### src/rtl/mul_share_pkg.sv
// Shared types and default sizes for the shared serial multiplier scheduler.
package mul_share_pkg;

  localparam int DEF_WIDTH = 16;
  localparam int DEF_NREQ  = 4;

  typedef enum logic [1:0] {
    IDLE,
    RUN,
    DONE,
    GAP
  } state_t;

endpackage

### src/rtl/serial_mul_core.sv
// Serial shift-add unsigned multiplier: one operand bit per step, WIDTH steps per product.
module serial_mul_core
  import mul_share_pkg::*;
#(
  parameter int WIDTH = DEF_WIDTH
) (
  input  logic                 clk,
  input  logic                 rst,
  input  logic                 load,
  input  logic                 step,
  input  logic [WIDTH-1:0]     a,
  input  logic [WIDTH-1:0]     b,
  output logic                 last_step,
  output logic [2*WIDTH-1:0]   product
);

  localparam int CW = $clog2(WIDTH);

  logic [WIDTH-1:0]   areg;
  logic [WIDTH-1:0]   breg;
  logic [2*WIDTH-1:0] acc;
  logic [CW-1:0]      cnt;

  // The accumulator is double width, so the partial sums never overflow.
  always_ff @(posedge clk or posedge rst) begin
    if (rst) begin
      areg <= '0;
      breg <= '0;
      acc  <= '0;
      cnt  <= '0;
    end else if (load) begin
      areg <= a;
      breg <= b;
      acc  <= '0;
      cnt  <= '0;
    end else if (step) begin
      if (areg[cnt])
        acc <= acc + ({{WIDTH{1'b0}}, breg} << cnt);
      cnt <= last_step ? '0 : cnt + CW'(1);
    end
  end

  assign last_step = (cnt == CW'(WIDTH - 1));
  assign product   = acc;

endmodule

### src/rtl/mul_share_ctrl.sv
// Round-robin scheduler sharing one serial multiplier among NREQ requesters.
// Optional MUL_SHARE_ZERO_SKIP_EN: zero operands bypass RUN and return 0 right away.
module mul_share_ctrl
  import mul_share_pkg::*;
#(
  parameter int NREQ  = DEF_NREQ,
  parameter int WIDTH = DEF_WIDTH,
  parameter int IDW   = $clog2(NREQ)
) (
  input  logic                  clk,
  input  logic                  rst,
  input  logic [NREQ-1:0]       req,
  input  logic [NREQ*WIDTH-1:0] a_in,
  input  logic [NREQ*WIDTH-1:0] b_in,
  output logic [NREQ-1:0]       gnt,
  output logic [2*WIDTH-1:0]    y_out,
  output logic                  y_valid,
  output logic [IDW-1:0]        y_id,
  output logic                  busy
);

  state_t             state;
  logic [IDW-1:0]     last_gnt;
  logic [IDW-1:0]     win_idx;
  logic [IDW-1:0]     cand;
  logic               win_found;
  logic [WIDTH-1:0]   a_slice [NREQ];
  logic [WIDTH-1:0]   b_slice [NREQ];
  logic [WIDTH-1:0]   a_sel;
  logic [WIDTH-1:0]   b_sel;
  logic               zero_op;
  logic               load;
  logic               step;
  logic               last_step;
  logic [2*WIDTH-1:0] product;

  for (genvar i = 0; i < NREQ; i++) begin : g_slice
    assign a_slice[i] = a_in[i*WIDTH +: WIDTH];
    assign b_slice[i] = b_in[i*WIDTH +: WIDTH];
  end

  // Search starts just past the last winner so every requester gets its turn.
  always_comb begin
    win_found = 1'b0;
    win_idx   = '0;
    cand      = '0;
    for (int k = 1; k <= NREQ; k++) begin
      cand = IDW'((int'(last_gnt) + k) % NREQ);
      if (!win_found && req[cand]) begin
        win_found = 1'b1;
        win_idx   = cand;
      end
    end
  end

  assign a_sel = a_slice[win_idx];
  assign b_sel = b_slice[win_idx];

`ifdef MUL_SHARE_ZERO_SKIP_EN
  assign zero_op = (a_sel == '0) || (b_sel == '0);
`else
  assign zero_op = 1'b0;
`endif

  assign load = (state == IDLE) && win_found;
  assign step = (state == RUN);

  serial_mul_core #(
    .WIDTH(WIDTH)
  ) u_core (
    .clk      (clk),
    .rst      (rst),
    .load     (load),
    .step     (step),
    .a        (a_sel),
    .b        (b_sel),
    .last_step(last_step),
    .product  (product)
  );

  always_ff @(posedge clk or posedge rst) begin
    if (rst) begin
      state    <= IDLE;
      last_gnt <= IDW'(NREQ - 1);
      gnt      <= '0;
      y_out    <= '0;
      y_valid  <= 1'b0;
      y_id     <= '0;
      busy     <= 1'b0;
    end else begin
      gnt     <= '0;
      y_valid <= 1'b0;
      case (state)
        IDLE: begin
          if (win_found) begin
            gnt      <= NREQ'(1) << win_idx;
            last_gnt <= win_idx;
            busy     <= 1'b1;
            state    <= zero_op ? DONE : RUN;
          end
        end
        RUN: begin
          if (last_step)
            state <= DONE;
        end
        DONE: begin
          y_out   <= product;
          y_id    <= last_gnt;
          y_valid <= 1'b1;
          state   <= GAP;
        end
        GAP: begin
          busy  <= 1'b0;
          state <= IDLE;
        end
        default: state <= IDLE;
      endcase
    end
  end

endmodule
### config.mk
export PLATFORM = sky130hd
export DESIGN_NAME = mul_share_ctrl
export DESIGN_NICKNAME = d
export VERILOG_FILES = /design/src/rtl/mul_share_pkg.sv /design/src/rtl/serial_mul_core.sv /design/src/rtl/mul_share_ctrl.sv
export SDC_FILE = /design/constraint.sdc
export NUM_CORES = 1
export LEC_CHECK = 0
export BUFFER_PORTS_ARGS = -buffer_cell sky130_fd_sc_hd__buf_2
export CORE_MARGIN = 2
export CORE_UTILIZATION = 55
export CTS_CLUSTER_DIAMETER = 50
export DETAILED_ROUTE_END_ITERATION = 7
export MAX_ROUTING_LAYER = met4
export PLACE_DENSITY_LB_ADDON = 0.15
export SYNTH_ARGS = -nofsm -noshare
export SYNTH_HDL_FRONTEND = slang
export SYNTH_HIERARCHICAL = 1
export SYNTH_SLANG_ARGS = --single-unit
### constraint.sdc
create_clock -name clk -period 4.1 [get_ports clk]
set_input_delay 0.41 -clock clk [delete_from_list [all_inputs] [get_ports clk]]
set_output_delay 0.41 -clock clk [all_outputs]
set_load 0.03 [all_outputs]
==> results of run 1 <==
sequential cells by signal (all words and copies together), names as in the netlist:
name and cells:
busy 1, last_gnt 2, y_id 2, gnt 4, u_core/product 32, y_valid 1
y_out 32, u_core/cnt 4, u_core/areg 16, state 2, u_core/breg 16
how the worst max path moves through the flow:
stage,startpoint,endpoint,cells after the start
after floorplan,u_core/cnt[1]$_DFFE_PP0P_,u_core/product[20]$_DFFE_PP0P_,13
after global placement,u_core/cnt[0]$_DFFE_PP0P_,u_core/product[20]$_DFFE_PP0P_,11
after detailed placement,u_core/cnt[0]$_DFFE_PP0P_,u_core/product[31]$_DFFE_PP0P_,11
after CTS,u_core/cnt[0]$_DFFE_PP0P_,u_core/product[31]$_DFFE_PP0P_,11
after global routing,u_core/cnt[0]$_DFFE_PP0P_,u_core/product[31]$_DFFE_PP0P_,11
final,u_core/cnt[0]$_DFFE_PP0P_,u_core/product[31]$_DFFE_PP0P_,11
Yosys cell counts, types with 3 or more instances:
| cell | number | area, um^2 |
|---|---|---|
| dfrtp_1 | 110 | 2750 |
| nand2_1 | 80 | 300 |
| mux2_2 | 75 | 845 |
| o21ai_0 | 63 | 315 |
| a21oi_1 | 58 | 290 |
| nor2_1 | 55 | 206 |
| ha_1 | 37 | 463 |
| a22o_1 | 34 | 298 |
| a221o_1 | 33 | 330 |
| xor2_1 | 19 | 166 |
| clkbuf_1 | 18 | 67.6 |
| inv_1 | 18 | 67.6 |
| mux2i_1 | 16 | 160 |
| buf_2 | 15 | 75.1 |
| a31oi_1 | 10 | 62.6 |
| xnor2_1 | 10 | 87.6 |
| mux4_2 | 8 | 180 |
| nor2b_1 | 8 | 50.1 |
| nand3_1 | 7 | 35.0 |
| o22ai_1 | 7 | 43.8 |
| and2_1 | 6 | 37.5 |
| and3_1 | 6 | 37.5 |
| buf_6 | 6 | 67.6 |
| nand2b_1 | 6 | 37.5 |
| nand4_1 | 6 | 37.5 |
| nor3_1 | 6 | 30.0 |
| a211oi_1 | 5 | 37.5 |
| a21o_1 | 5 | 37.5 |
| buf_1 | 5 | 18.8 |
| o21ai_1 | 5 | 25.0 |
| a41oi_1 | 4 | 35.0 |
| o21a_1 | 4 | 30.0 |
| a22oi_1 | 3 | 22.5 |
| o211ai_1 | 3 | 22.5 |
cell families (layout without fill, tap and decap cells):
group	Yosys count	in the layout	synth area share (%)
and+or+nand+nor	194	194	11.3
AOI/OAI and AO/OA	255	255	23.0
muxes	100	100	15.5
adders and majority gates	38	38	6.27
DFF	112	112	36.4
buffers and inverters	66	227	4.16
xor gates and xnor gates	29	29	3.30
per-stage QoR:
step | utilization (%) | hold WS, ps | std cells | area [um^2]
2_1_floorplan | - | 472 | 794 | 7700
3_3_place_gp | 63.3 | 425 | 1119 | 8720
3_5_place_dp | 63.3 | 450 | 1119 | 8720
4_1_cts | 65.4 | 66.5 | 1135 | 9010
5_1_grt | 65.4 | 88.7 | 1135 | 9010
6_report | 65.4 | 56.6 | 1135 | 9010
final cells by class:
type,count,area [um^2],share of cell area (%)
multi-input combinational,616,4600,51.0
sequential,112,2810,31.1
timing repair buffer,191,1010,11.3
clock buffer,11,233,2.58
tap,180,225,2.50
inverter,20,76.3,0.847
clock inverter,5,57.6,0.639
placed cells by master, fill, tap and decap left out, drive strengths merged, types with 7 or more instances in the layout:
master,instances
a21oi,58
a221o,33
a22o,35
a31oi,10
buf,191
clkbuf,11
dfrtp,110
ha,37
inv,19
mux2,76
mux2i,16
mux4,8
nand2,80
nand3,7
nor2,57
nor2b,8
o21ai,68
o22ai,7
xnor2,10
xor2,19
per-layer routing:
layer,wire [um],share of wire [%],vias up,track usage (%)
met1,8570,42,3222,34.6
met4,515,2.5,0,9.63
met2,10200,50,253,48.5
met5,0,0,-,-
li1,-,-,3282,-
met3,1010,5.0,37,4.23
report_power, final:
part           switching (mW)  internal [mW]  total, mW
combinational            1.99           1.53       3.52
clock                   0.398          0.473      0.871
sequential              0.299           1.45       1.75
==> metrics.yaml, run 1 <==
clock_network:
  clk_latency_ps: 360
  htreeDepth: 3
  cts_sinks: 112
  root_buffer: "clkbuf_16"
  ctsLongestPathBuffers: 2
  cts_buffers: 9
  cts_tree: "done"
  clkTransAtPathRegs_ps: 70
  cts_setup_buffers: 0
  cts_resized: 0
  hold_buffers: 0
routing:
  wirelength_mm: 20.3
  vias_per_cell: 5.99
  num_vias: 6794
  drc_errors: 0
  ant_nets: 0
  wl_per_cell_um: 17.9
  drtIter0Drc: 437
  drt_first_pass_iters: 5
synthesis:
  yosysWarnings: 6
  syn_area_per_cell_um2: 9.70
  synth.distinct_cells: 69
  ys_ff_latch: 112
  synthArstFlopShare_pct: 100
  synth_edf_count: 0
  synthCells: 794
  synth-main-ff-cell: "dfrtp_1"
  syn_area_um2: 7700
  yosysSeqAreaShare_pct: 36.4
  syn_nets: 966
placement:
  gp_congestion: 0.977
  dp_hpwl_mm: 16.0
  place_ws_ps: 325
  io_buffers: 173
worst_setup_path:
  crit_path_start_kind: "register"
  rr_worst_depth: 11
  cp_slowest_cell: "dfrtp_1"
  critPathArrivalTime_ps: 4070
  crit_required_ps: 4340
  crit_type: "reg2reg"
  crit_fanout: 19
  cpPeakStageDelay_ps: 660
  worst-path-buf-inv: 1
  worstReg2RegStart: "u_core/cnt[0]$_DFFE_PP0P_"
  cpLargestDelayFamily: "multiplexers"
  r2r_slack_ps: 270
  end_kind: "register"
  timing.rr.end: "u_core/product[31]$_DFFE_PP0P_"
  cp_cell_sequence: "buf_12 -> mux4_2 -> mux2i_1 -> o22ai_1 -> ha_1 -> nand4_1 -> or3_1 -> o21ai_1 -> nand4b_1 -> a21oi_1 -> mux2_1"
power_and_ir_drop:
  p_leak_nw: 4.25
  p_per_area_nw_per_um2: 681
  vdd_drop_max_uv: 370
  power.total_mw: 6.14
timing:
  max_clock_freq_mhz: 261
  timing.final.hold_violations: 0
  period_needed_ps: 3830
  fin_worst_skew_ps: 9.01
  setup_tns_ps: 0
  worst_pin_slew_ps: 1160
  fin_crit_sh_pct: 93.4
  slew_headroom_pct: 22.8
  finalSetupViolCount: 0
  rsz0062_at_grt: "no"
  fin_ws_ps: 272
  slew_viol_final: 0
die:
  rows: 43
  die-width_um: 122
  die-height_um: 122
  start_util_pct: 55.9
  fp.coreArea_um2: 13800
  die_area_um2: 15000
  io_pins: 174
grt:
  grt_pass1_wl_mm: 32.5
  grt-ovfl-total: 0
  grt_use_total_pct: 28.4
  grt_pass1_vias: 6707
  grt_max_degree: 45
  antenna_found_initial: 0
status:
  status: "finished, final reports clean"
finish:
  fin_nets: 1122
  area_delta_synth_final_pct: 17.0
  fillCellCount: 1174
  num_antenna_cells: 0
  drive_gt1_share_pct: 32.0
job:
  maxCapViolCount: 0
min_path:
  hp-class: "in2async"
No activity file was read; power rests on OpenSTA's default activity.
==> run 2: changes to the inputs <==
--- a/config.mk
+++ b/config.mk
@@ -12,6 +12,7 @@
 export DETAILED_ROUTE_END_ITERATION = 7
 export MAX_ROUTING_LAYER = met4
 export PLACE_DENSITY_LB_ADDON = 0.15
+export REMOVE_ABC_BUFFERS = 1
 export SYNTH_ARGS = -nofsm -noshare
 export SYNTH_HDL_FRONTEND = slang
 export SYNTH_HIERARCHICAL = 1
==> metrics.yaml, run 2 (synthesis gave the netlist of run 1 again) <==
timing:
  fin_worst_skew_ps: 10.0  # +1.03 ps
  rsz0062_at_grt: "no"
  max_clock_freq_mhz: 260  # -0.44%
  slew_viol_final: 0  # unchanged
  fin_ws_ps: 254  # -17.0 ps
  worst_pin_slew_ps: 1220  # +67.7 ps
  setup_tns_ps: 0  # unchanged
  finalSetupViolCount: 0  # unchanged
  timing.final.hold_violations: 0  # unchanged
  slew_headroom_pct: 18.5  # -4.3 points
  fin_crit_sh_pct: 93.8  # +0.42 points
  whs_ps: 202  # +146 ps
  period_needed_ps: 3850  # +17.0 ps
placement:
  placed_area_um2: 8680  # -0.43%
  dp.cells: 1114  # -0.45%
  gp_congestion: 0.921  # -5.8%
  io_buffers: 173  # unchanged
  dp_hpwl_mm: 17.0  # +6.5%
  place_ws_ps: 287  # -37.9 ps
routing:
  drt_first_pass_iters: 5  # unchanged
  wl_per_cell_um: 19.4  # +8.2%
  num_vias: 6972  # +2.6%
  ant_nets: 0  # unchanged
  drtIter0Drc: 574  # +31%
  drc_errors: 0  # unchanged
  wirelength_mm: 21.9  # +7.7%
  vias_per_cell: 6.17  # +3.1%
finish:
  area_delta_synth_final_pct: 16.6
  drive_gt1_share_pct: 32.0  # -0.042 points
  fillCellCount: 1150  # -2.0%
  mostFrequentLayoutCells: "buf_2 (173), dfrtp_1 (109), nand2_1 (80), mux2_2 (75), o21ai_0 (63)"
  stdcell_count: 1130  # -0.44%
  fin_nets: 1117  # -0.45%
  mostFrequentLayoutCell: "buf_2"
  num_antenna_cells: 0  # unchanged
  final_area_um2: 8980  # -0.31%
die:
  rows: 43  # unchanged
  die-width_um: 122  # unchanged
  start_util_pct: 55.9  # unchanged
  die_area_um2: 15000  # unchanged
  io_pins: 174  # unchanged
  fp.coreArea_um2: 13800  # unchanged
  die-height_um: 122  # unchanged
clock_network:
  clk_latency_ps: 360  # about the same
  root_buffer: "clkbuf_16"
  cts_tree: "done"
  ctsLongestPathBuffers: 2  # unchanged
  cts_resized: 0  # unchanged
  clkTransAtPathRegs_ps: 80  # about the same
  cts_buffers: 9  # unchanged
  cts_setup_buffers: 0  # unchanged
  htreeDepth: 3  # unchanged
  cts_sinks: 112  # unchanged
  hold_buffers: 0  # unchanged
worst_setup_path:
  crit_fanout: 14  # -5
  crit_type: "reg2reg"
  end_kind: "register"
  crit_required_ps: 4320  # -20 ps
  critPathArrivalTime_ps: 4070  # about the same
  crit_path_start_kind: "register"
grt:
  grt_pass1_wl_mm: 34.6  # +6.4%
  antenna_found_initial: 0  # unchanged
  grt_max_degree: 45  # unchanged
  grt_pass1_vias: 6830  # +1.8%
  grt-ovfl-total: 0  # unchanged
  grt_use_total_pct: 30.6  # +2.1 points
power_and_ir_drop:
  seqPwrFrac_pct: 28.1  # -0.3 points
  p_per_area_nw_per_um2: 696  # +2.2%
  internal_power_mw: 3.42  # -0.82%
  pwr-share-clk_pct: 14.2  # about the same
  p_leak_nw: 4.23  # -0.40%
  switching_share_pct: 45.2  # +1.5 points
  power.switching_mw: 2.83  # +5.3%
  comb_power_share_pct: 57.7  # +0.3 points
  vdd_drop_max_uv: 325  # -12%
job:
  maxCapViolCount: 0  # unchanged
min_path:
  hp-class: "in2async"
status:
  status: "finished, final reports clean"
-- run 2: area by class of cell --
class / count / area (um^2) / area share, %
Multi-Input combinational cell: 616 / 4600 / 51.2
Tap cell: 180 / 225 / 2.51
Sequential cell: 112 / 2810 / 31.3
Clock inverter: 6 / 60.1 / 0.669
Clock buffer: 10 / 239 / 2.66
Timing Repair Buffer: 186 / 976 / 10.9
Inverter: 20 / 76.3 / 0.850
-- run 2: worst max-delay path, cell delays in order, from the launching register on --
cell and delay, ps:
dfrtp_2 540, mux2_2 390, nor2_1 90, a21oi_1 60, nor2b_1 140, a31oi_1 220, nor2_1 90, ha_1 350
a21oi_1 290, nand2_1 100, o22ai_1 350, o21ai_1 230, buf_4 200, a21boi_0 340, xor2_1 200, o21ai_0 120
-- run 2: path summary, 6_finish.rpt --
kind / startpoint / end / slack, ps / cells past startpoint
min: rst / state[0]$_DFFE_PP0P_ / 200 / 3
min reg2reg: y_id[0]$_DFFE_PP0P_ / y_id[0]$_DFFE_PP0P_ / 500 / 1
min in group clk: a_in[56] / u_core/areg[8]$_DFFE_PP0P_ / 410 / 3
max: u_core/cnt[1]$_DFFE_PP0P_ / u_core/product[23]$_DFFE_PP0P_ / 250 / 15
max reg2reg: u_core/cnt[1]$_DFFE_PP0P_ / u_core/product[23]$_DFFE_PP0P_ / 250 / 15
max in group asynchronous: rst / u_core/cnt[1]$_DFFE_PP0P_ / 2830 / 3
-- run 2: through the flow --
| step | utilization, % | total power, mW |
|---|---|---|
| floorplan | - | 4.28 |
| global route | 65.2 | 6.67 |
| detailed placement | 63.0 | 5.34 |
| CTS | 65.2 | 6.23 |
| finish | 65.2 | 6.25 |
| global placement | 63.0 | 5.24 |
-- run 2: layer usage --
metal | vias up | GRT usage, % | routed length (um)
li1 | 3277 | - | -
met1 | 3391 | 37.7 | 9150
met2 | 270 | 52.3 | 11000
met3 | 34 | 4.00 | 1260
met4 | 0 | 9.55 | 493
met5 | - | - | 0
-- run 2: power groups by stage --
stage	logic (mW)	registers [mW]	clock network (mW)
2_1_floorplan	2.40	1.89	0
3_3_place_gp	3.49	1.75	0
3_5_place_dp	3.57	1.77	0
4_1_cts	3.58	1.75	0.901
5_1_grt	3.92	1.80	0.948
6_report	3.61	1.75	0.890
